### src/rtl/mips_pkg.sv
// Shared types for the MIPS-lite pipeline: instruction format, control bundle, ID/EX record.
// MIPS_ID_STATS_EN adds simulation instruction counters and their count tasks.
package mips_pkg;

  localparam int DATA     = 32;
  localparam int REG_NUM  = 32;
  localparam int IMM_SIZE = 16;

  typedef enum logic [5:0] {
    OP_ADD  = 6'h00, OP_ADDI = 6'h01, OP_SUB  = 6'h02, OP_SUBI = 6'h03,
    OP_MUL  = 6'h04, OP_MULI = 6'h05, OP_OR   = 6'h06, OP_ORI  = 6'h07,
    OP_AND  = 6'h08, OP_ANDI = 6'h09, OP_XOR  = 6'h0A, OP_XORI = 6'h0B,
    OP_LDW  = 6'h0C, OP_STW  = 6'h0D, OP_BZ   = 6'h0E, OP_BEQ  = 6'h0F,
    OP_JR   = 6'h10, OP_HALT = 6'h11
  } opcode_e;

  localparam logic [2:0] ALU_ADD = 3'd0;
  localparam logic [2:0] ALU_SUB = 3'd1;
  localparam logic [2:0] ALU_MUL = 3'd2;
  localparam logic [2:0] ALU_OR  = 3'd3;
  localparam logic [2:0] ALU_AND = 3'd4;
  localparam logic [2:0] ALU_XOR = 3'd5;

  typedef struct packed {
    logic [5:0]  opcode;
    logic [4:0]  rs;
    logic [4:0]  rt;
    logic [4:0]  rd;
    logic [10:0] funct;
  } r_fmt_t;

  typedef struct packed {
    logic [5:0]          opcode;
    logic [4:0]          rs;
    logic [4:0]          rt;
    logic [IMM_SIZE-1:0] imm;
  } i_fmt_t;

  typedef union packed {
    r_fmt_t r;
    i_fmt_t i;
  } Instr;

  typedef struct packed {
    logic       RegWriteEnable;
    logic       WriteBack;
    logic       WBMux;
    logic       MemWriteEnable;
    logic       srcReg2;
    logic       jump;
    logic [2:0] ALU_op;
  } CTRL;

  typedef struct packed {
    logic            valid;
    CTRL             ctrl;
    logic [5:0]      opcode;
    logic [DATA-1:0] rs_val;
    logic [DATA-1:0] rt_val;
    logic [DATA-1:0] imm;
    logic [4:0]      dest;
    logic [4:0]      rs;
    logic [4:0]      rt;
    logic [DATA-1:0] pc;
  } idex_t;

  // Even opcodes in the ALU range are register-register forms.
  function automatic logic is_rtype(input logic [5:0] op);
    return (op <= OP_XORI) && !op[0];
  endfunction

`ifdef MIPS_ID_STATS_EN
  int unsigned InstructionCount = 0;
  int unsigned ArithmeticCount  = 0;
  int unsigned LogicalCount     = 0;
  int unsigned MemoryCount      = 0;
  int unsigned BranchCount      = 0;

  task automatic CountInstruction();
    InstructionCount++;
  endtask

  task automatic CountClass(input logic [5:0] op);
    if (op <= OP_MULI)                       ArithmeticCount++;
    else if (op <= OP_XORI)                  LogicalCount++;
    else if (op == OP_LDW || op == OP_STW)   MemoryCount++;
    else if (op >= OP_BZ && op <= OP_JR)     BranchCount++;
  endtask
`endif

endpackage

### src/rtl/mips_id_stage_if.sv
// IF/ID, EX feedback, writeback and ID/EX signals of the decode stage.
interface mips_id_stage_if;
  import mips_pkg::*;

  logic        if_valid;
  Instr        if_instr;
  logic [31:0] if_pc;
  logic        ex_flush;
  logic        ex_valid;
  logic        ex_mem_read;
  logic [4:0]  ex_rd;
  logic        wb_we;
  logic [4:0]  wb_addr;
  logic [31:0] wb_data;

  logic        id_stall;
  logic        idex_valid;
  CTRL         idex_ctrl;
  logic [5:0]  idex_opcode;
  logic [31:0] idex_rs_val;
  logic [31:0] idex_rt_val;
  logic [31:0] idex_imm;
  logic [4:0]  idex_dest;
  logic [4:0]  idex_rs;
  logic [4:0]  idex_rt;
  logic [31:0] idex_pc;
  logic        halted;

  modport master (
    output if_valid, if_instr, if_pc, ex_flush, ex_valid, ex_mem_read, ex_rd,
           wb_we, wb_addr, wb_data,
    input  id_stall, idex_valid, idex_ctrl, idex_opcode, idex_rs_val, idex_rt_val,
           idex_imm, idex_dest, idex_rs, idex_rt, idex_pc, halted
  );

  modport slave (
    input  if_valid, if_instr, if_pc, ex_flush, ex_valid, ex_mem_read, ex_rd,
           wb_we, wb_addr, wb_data,
    output id_stall, idex_valid, idex_ctrl, idex_opcode, idex_rs_val, idex_rt_val,
           idex_imm, idex_dest, idex_rs, idex_rt, idex_pc, halted
  );
endinterface

### src/rtl/mips_regfile.sv
// 32x32 register file: two combinational read ports with writeback bypass, R0 hardwired to 0.
module mips_regfile
  import mips_pkg::*;
(
  input  logic            clk,
  input  logic            rst_n,
  input  logic [4:0]      ra1,
  input  logic [4:0]      ra2,
  output logic [DATA-1:0] rd1,
  output logic [DATA-1:0] rd2,
  input  logic            we,
  input  logic [4:0]      wa,
  input  logic [DATA-1:0] wd
);

  logic [DATA-1:0] regs [REG_NUM];

  always_ff @(posedge clk) begin
    if (!rst_n) begin
      for (int i = 0; i < REG_NUM; i++) regs[i] <= '0;
    end else if (we && wa != 5'd0) begin
      regs[wa] <= wd;
    end
  end

  // A same-cycle writeback is visible to the decode read.
  function automatic logic [DATA-1:0] rd_port(input logic [4:0] a);
    if (a == 5'd0)          return '0;
    if (we && wa == a)      return wd;
    return regs[a];
  endfunction

  assign rd1 = rd_port(ra1);
  assign rd2 = rd_port(ra2);

endmodule

### src/rtl/mips_id_stage.sv
// MIPS-lite decode stage: control decode, register read, load-use hazard, ID/EX register.
// Optional MIPS_ID_STATS_EN counts every live instruction loaded into ID/EX.
module mips_id_stage
  import mips_pkg::*;
(
  input  logic            clk,
  input  logic            rst_n,
  mips_id_stage_if.slave  bus
);

  Instr            instr;
  logic [5:0]      op;
  logic [4:0]      rs, rt, rd;
  logic [DATA-1:0] rs_val, rt_val, imm;
  CTRL             ctrl_d;
  logic [4:0]      dest_d;
  logic            uses_rt, hazard, halted;
  idex_t           idex_q;

  assign instr = bus.if_instr;
  assign op    = instr.r.opcode;
  assign rs    = instr.r.rs;
  assign rt    = instr.r.rt;
  assign rd    = instr.r.rd;
  assign imm   = {{(DATA-IMM_SIZE){instr.i.imm[IMM_SIZE-1]}}, instr.i.imm};

  mips_regfile u_rf (
    .clk   (clk),
    .rst_n (rst_n),
    .ra1   (rs),
    .ra2   (rt),
    .rd1   (rs_val),
    .rd2   (rt_val),
    .we    (bus.wb_we),
    .wa    (bus.wb_addr),
    .wd    (bus.wb_data)
  );

  // ALU opcodes pair up (reg, imm) so op[3:1] is the ALU function and op[0] the imm flag.
  always_comb begin
    ctrl_d  = '0;
    dest_d  = '0;
    uses_rt = is_rtype(op);
    if (op <= OP_XORI) begin
      ctrl_d.RegWriteEnable = 1'b1;
      ctrl_d.ALU_op         = op[3:1];
      ctrl_d.srcReg2        = op[0];
      dest_d                = op[0] ? rt : rd;
    end else begin
      case (op)
        OP_LDW: begin
          ctrl_d.RegWriteEnable = 1'b1;
          ctrl_d.WriteBack      = 1'b1;
          ctrl_d.WBMux          = 1'b1;
          ctrl_d.srcReg2        = 1'b1;
          ctrl_d.ALU_op         = ALU_ADD;
          dest_d                = rt;
        end
        OP_STW: begin
          ctrl_d.MemWriteEnable = 1'b1;
          ctrl_d.srcReg2        = 1'b1;
          ctrl_d.ALU_op         = ALU_ADD;
          uses_rt               = 1'b1;
        end
        OP_BZ, OP_JR: begin
          ctrl_d.jump   = 1'b1;
          ctrl_d.ALU_op = ALU_ADD;
        end
        OP_BEQ: begin
          ctrl_d.jump   = 1'b1;
          ctrl_d.ALU_op = ALU_ADD;
          uses_rt       = 1'b1;
        end
        default: ;
      endcase
    end
  end

  assign hazard = bus.if_valid & bus.ex_valid & bus.ex_mem_read & (bus.ex_rd != 5'd0) &
                  ((bus.ex_rd == rs) | (uses_rt & (bus.ex_rd == rt)));

  // A flush refetches from IF, so it releases any stall.
  assign bus.id_stall = !bus.ex_flush & (halted | hazard);

  always_ff @(posedge clk) begin
    if (!rst_n) begin
      idex_q <= '0;
      halted <= 1'b0;
    end else if (bus.ex_flush || halted || hazard) begin
      idex_q <= '0;
    end else begin
      idex_q.valid  <= bus.if_valid;
      idex_q.ctrl   <= bus.if_valid ? ctrl_d : '0;
      idex_q.opcode <= op;
      idex_q.rs_val <= rs_val;
      idex_q.rt_val <= rt_val;
      idex_q.imm    <= imm;
      idex_q.dest   <= dest_d;
      idex_q.rs     <= rs;
      idex_q.rt     <= rt;
      idex_q.pc     <= bus.if_pc;
      if (bus.if_valid && op == OP_HALT) halted <= 1'b1;
`ifdef MIPS_ID_STATS_EN
      if (bus.if_valid) begin
        CountInstruction();
        CountClass(op);
      end
`endif
    end
  end

  assign bus.idex_valid  = idex_q.valid;
  assign bus.idex_ctrl   = idex_q.ctrl;
  assign bus.idex_opcode = idex_q.opcode;
  assign bus.idex_rs_val = idex_q.rs_val;
  assign bus.idex_rt_val = idex_q.rt_val;
  assign bus.idex_imm    = idex_q.imm;
  assign bus.idex_dest   = idex_q.dest;
  assign bus.idex_rs     = idex_q.rs;
  assign bus.idex_rt     = idex_q.rt;
  assign bus.idex_pc     = idex_q.pc;
  assign bus.halted      = halted;

endmodule

### src/flat_wrapper.sv
// flat-port wrapper written by rule: the top's interface ports become plain ports
module mips_id_stage_flat import mips_pkg::*;
  (clk, rst_n, bus_if_valid, bus_if_instr, bus_if_pc, bus_ex_flush, bus_ex_valid, bus_ex_mem_read, bus_ex_rd, bus_wb_we, bus_wb_addr, bus_wb_data, bus_id_stall, bus_idex_valid, bus_idex_ctrl, bus_idex_opcode, bus_idex_rs_val, bus_idex_rt_val, bus_idex_imm, bus_idex_dest, bus_idex_rs, bus_idex_rt, bus_idex_pc, bus_halted);
  mips_id_stage_if bus_i ();
  input  logic clk;
  input  logic rst_n;
  input wire logic [$bits(bus_i.if_valid)-1:0] bus_if_valid;
  input wire logic [$bits(bus_i.if_instr)-1:0] bus_if_instr;
  input wire logic [$bits(bus_i.if_pc)-1:0] bus_if_pc;
  input wire logic [$bits(bus_i.ex_flush)-1:0] bus_ex_flush;
  input wire logic [$bits(bus_i.ex_valid)-1:0] bus_ex_valid;
  input wire logic [$bits(bus_i.ex_mem_read)-1:0] bus_ex_mem_read;
  input wire logic [$bits(bus_i.ex_rd)-1:0] bus_ex_rd;
  input wire logic [$bits(bus_i.wb_we)-1:0] bus_wb_we;
  input wire logic [$bits(bus_i.wb_addr)-1:0] bus_wb_addr;
  input wire logic [$bits(bus_i.wb_data)-1:0] bus_wb_data;
  output wire logic [$bits(bus_i.id_stall)-1:0] bus_id_stall;
  output wire logic [$bits(bus_i.idex_valid)-1:0] bus_idex_valid;
  output wire logic [$bits(bus_i.idex_ctrl)-1:0] bus_idex_ctrl;
  output wire logic [$bits(bus_i.idex_opcode)-1:0] bus_idex_opcode;
  output wire logic [$bits(bus_i.idex_rs_val)-1:0] bus_idex_rs_val;
  output wire logic [$bits(bus_i.idex_rt_val)-1:0] bus_idex_rt_val;
  output wire logic [$bits(bus_i.idex_imm)-1:0] bus_idex_imm;
  output wire logic [$bits(bus_i.idex_dest)-1:0] bus_idex_dest;
  output wire logic [$bits(bus_i.idex_rs)-1:0] bus_idex_rs;
  output wire logic [$bits(bus_i.idex_rt)-1:0] bus_idex_rt;
  output wire logic [$bits(bus_i.idex_pc)-1:0] bus_idex_pc;
  output wire logic [$bits(bus_i.halted)-1:0] bus_halted;
  assign bus_i.if_valid = bus_if_valid;
  assign bus_i.if_instr = bus_if_instr;
  assign bus_i.if_pc = bus_if_pc;
  assign bus_i.ex_flush = bus_ex_flush;
  assign bus_i.ex_valid = bus_ex_valid;
  assign bus_i.ex_mem_read = bus_ex_mem_read;
  assign bus_i.ex_rd = bus_ex_rd;
  assign bus_i.wb_we = bus_wb_we;
  assign bus_i.wb_addr = bus_wb_addr;
  assign bus_i.wb_data = bus_wb_data;
  assign bus_id_stall = bus_i.id_stall;
  assign bus_idex_valid = bus_i.idex_valid;
  assign bus_idex_ctrl = bus_i.idex_ctrl;
  assign bus_idex_opcode = bus_i.idex_opcode;
  assign bus_idex_rs_val = bus_i.idex_rs_val;
  assign bus_idex_rt_val = bus_i.idex_rt_val;
  assign bus_idex_imm = bus_i.idex_imm;
  assign bus_idex_dest = bus_i.idex_dest;
  assign bus_idex_rs = bus_i.idex_rs;
  assign bus_idex_rt = bus_i.idex_rt;
  assign bus_idex_pc = bus_i.idex_pc;
  assign bus_halted = bus_i.halted;
  mips_id_stage u_core (.clk(clk), .rst_n(rst_n), .bus(bus_i));
endmodule
### config.mk
export PLATFORM = sky130hd
export DESIGN_NAME = mips_id_stage_flat
export DESIGN_NICKNAME = d
export VERILOG_FILES = /design/src/rtl/mips_pkg.sv /design/src/rtl/mips_id_stage_if.sv /design/src/rtl/mips_regfile.sv /design/src/rtl/mips_id_stage.sv /design/src/flat_wrapper.sv
export SDC_FILE = /design/constraint.sdc
export NUM_CORES = 2
export LEC_CHECK = 0
export CORE_MARGIN = 8
export CORE_UTILIZATION = 48
export DETAILED_ROUTE_END_ITERATION = 10
export GPL_TIMING_DRIVEN = 0
export MAX_ROUTING_LAYER = met4
export PLACE_DENSITY = 0.63
export SYNTH_ARGS = -nofsm -noshare
export SYNTH_HDL_FRONTEND = slang
export SYNTH_SLANG_ARGS = --single-unit
### constraint.sdc
create_clock -name clk -period 9.8 [get_ports clk]
set_clock_uncertainty 0.2 [all_clocks]
set_input_delay 2.94 -clock clk [delete_from_list [all_inputs] [get_ports clk]]
set_output_delay 2.94 -clock clk [all_outputs]
set_load 0.05 [all_outputs]
==> qor.csv <==
metric,value,unit
outcome,finished with violations,
failing checks,"max-capacitance violations, max-slew violations",
Die Wd,368,um
time the worst path needs with I/O delays and setup,8.70,ns
crit path capture type,output port,
Crit path max-delay family,buffers and inverters,
crit path max fanout,10,
RSZ-0062 raised after global routing,false,
IO Pins,274,
Post-CTS Setup Inserts,0,
DRC,0,
Comb power frac,0.140,
Fmax,115,MHz
Num CTS Buffers,135,
area growth from synthesis to layout,18.8,%
CTS root buf,clkbuf_16,
top post-synthesis cells by area,"edfxtp_1 (52%), and2_1 (11%), mux4_2 (9.7%), mux2i_1 (8.9%), dfxtp_1 (4.8%)",
Setup TNS Final,0,ns
FF-to-FF Start,u_core.bus.halted,
GRT Total Usage,0.417,
Leakage,25.6,nW
Post-Synth XOR/XNOR Area,0.00295,
Yosys Warn Count,0,
H-tree level count,4,
Post-synth top cells,"and2_1 (1,027), edfxtp_1 (1,024), mux2i_1 (528)",
initial antenna violation count,43,
grt total ovfl,0,
max cap viols,16,
worst hold slack,0.318,ns
Synth Instances,4372,
Mean Syn Cell Area,13.6,um2
Rows,129,
clock tree buffer depth,3,
fin. max-slew vios,141,
first-pass GRT wire length,370000,um
Critical Path RT,6.66,ns
CTS Sinks,1167,
Post-Synth Adder-Cell Area,0,
dpl hpwl,197000,um
register bit total from synthesis,1167,
PwrDens,179,nW/um2
die area,135000,um2
Main synth FF type,edfxtp_1,
Max VDD drop,0.215,mV
nets@finish,4978,
Rel. slew slack,-0.160,
"Slowest-stage cell, CP",clkdlybuf4s50_1,
Tcrit/Tclk final,0.888,
Max stage delay on crit path,0.86,ns
Avg Vias per Cell,6.89,
vias,45888,
multiplexer share of the synthesized area,0.186,
async set-or-reset flop fraction in the synthesized netlist,0,
DR iter-0 viols,8662,
final hold violation count,0,
CP arrival,5.56,ns
Tightest Hold Check Type,register to register,
Post-CTS Resized,0,
DR pass1 iterations,8,
Hold Startpoint,u_core.bus.halted,
Simple-Gate Fraction of Synth Area,0.145,
power share of the sequential group,0.460,
drt wl/cell,42.5,um
Die Span Y,368,um
CP startpoint,bus_if_instr[20],
main combinational cell family by area after synthesis,multiplexers,
routability congestion estimate,1.06,
Net Sw Power,3.47,mW
Clk pwr share,0.400,
worst skew pair latency,0.81,ns
vias in the first global route,43407,
Synth Area in Compound Gates,0.0611,
"Cell Chain, Critical Path",clkdlybuf4s50_1 -> buf_2 -> xnor2_1 -> nand4_1 -> a2bb2oi_2 -> nor2_2 -> nor2_1 -> nor2_1 -> clkdlybuf4s50_1,
Switching Fraction,0.275,
CTS clock-pin slew for the worst setup and hold paths,0.06,ns
core box area,123000,um2
WP buf/inv,3,
Synth area leader,edfxtp_1,
Worst setup SP type,input port,
largest net degree at the start of global routing,22,
# setup viols final,0,
"Distinct cells, synth",56,
Tightest Pin Transition,1.74,ns
drt total wl,283000,um
Netlist Area Pre-Place,59300,um2
internal power,9.16,mW
hold buffer count at CTS,0,
Final ANT Viol Nets,0,
TritonCTS clock tree,yes,
Starting Density,0.482,
Post-synth EDFFs,1024,
most common cell in the netlist,and2_1,
Port-buffer cells,263,
kind of critical path,input port to output port,
"Seq/Total Area, Yosys",0.566,
post-synth top area share,0.518,
share of layout cells above drive strength 1,0.148,
[stage by stage]
step | std cells | area [um2] | utilization | power, mW | worst slack (ns)
after floorplan | 4403 | 59500 | - | 6.76 | 2.08
after global placement | 6303 | 64100 | 0.521 | 7.52 | -3.16
after detailed placement | 6364 | 66000 | 0.536 | 7.58 | 1.11
after CTS | 6615 | 70400 | 0.571 | 12.5 | 1.10
after global routing | 6632 | 70400 | 0.572 | 12.8 | 0.952
final | 6658 | 70500 | 0.572 | 12.6 | 1.10
[final cells by class]
type / count / area (um2)
inverter: 10 / 37.5
clock buffer: 186 / 3800
antenna: 42 / 105
sequential: 1167 / 33600
timing repair buffer: 325 / 4190
clock inverter: 65 / 518
buffer: 466 / 2280
fill: 9992 / 52700
tap: 1637 / 2050
multi-input combinational: 2760 / 23900
[final timing paths]
check                               endpoint  slack (ns)  depth (start not counted)
setup / recovery                bus_id_stall        1.10                          9
hold / removal             u_core.bus.halted        0.32                          2
setup reg to reg  u_core.bus.idex_rt_val[30]        6.20                          8
hold reg to reg            u_core.bus.halted        0.32                          2
[flip-flops by register name, summed over array words and instances, names as in the netlist]
signal                  count
u_core.u_rf.regs         1024
u_core.bus.idex_pc         32
u_core.bus.idex_rs_val     32
u_core.bus.idex_rt_val     32
u_core.bus.idex_imm        16
u_core.bus.idex_ctrl        8
u_core.bus.idex_opcode      6
u_core.bus.idex_dest        5
u_core.bus.idex_rs          5
u_core.bus.idex_rt          5
u_core.bus.halted           1
u_core.bus.idex_valid       1
[tightest hold or removal path, stage by stage, from the launching register on]
cell	delay, ns
dfxtp_1	0.33
nand2_1	0.06
o21ai_0	0.07
[per-layer routing]
layer,routed length (um),up-vias,track usage
met5,0,-,-
met2,114000,4480,0.556
met1,95400,22751,0.496
li1,-,17435,-
met4,27300,0,0.316
met3,46100,1222,0.174
[cells in the final DEF, fill, tap and decap left out, drive strengths merged, types with 6 or more instances in the layout]
cell           netlist  routed
clkbuf             272     459
a221oi              14      14
dfxtp              143     143
bufinv               0       6
clkdlybuf4s50        0     263
a22oi              214     214
xnor2                7       7
clkinv               0      47
nand4               61      61
conb                 1      32
o22ai               32      32
mux2i              528     528
nand3b               6       6
and3                 8       8
nand2               22      22
nand3               78      78
nor2b               86      86
a22o                78      78
o21ai               34      34
nor2                60      60
edfxtp            1024    1024
nor3                43      43
and2              1028    1028
a31oi                6       6
xor2                13      13
a211oi              40      40
inv                 10      17
mux4               255     255
buf                194     255
a21oi               85      85
diode                0      42
[cells by family (layout without fill, tap and decap cells)]
| group | Yosys count | after routing |
|---|---|---|
| and+or+nand+nor | 1416 | 1416 |
| DFF | 1167 | 1167 |
| muxes | 784 | 784 |
| AOI/OAI and AO/OA | 508 | 508 |
| buffers and inverters | 476 | 1052 |
| xor gates and xnor gates | 20 | 20 |
| other | 1 | 74 |
[power groups by stage]
| stage | clock network, mW | logic (mW) | registers, mW |
|---|---|---|---|
| final | 5.05 | 1.77 | 5.81 |
| after global routing | 5.19 | 1.75 | 5.83 |
| after global placement | 0 | 1.57 | 5.94 |
| after floorplan | 0 | 0.777 | 5.98 |
| after CTS | 5.00 | 1.68 | 5.80 |
| after detailed placement | 0 | 1.67 | 5.91 |
Power figures use the tool's default switching activity.
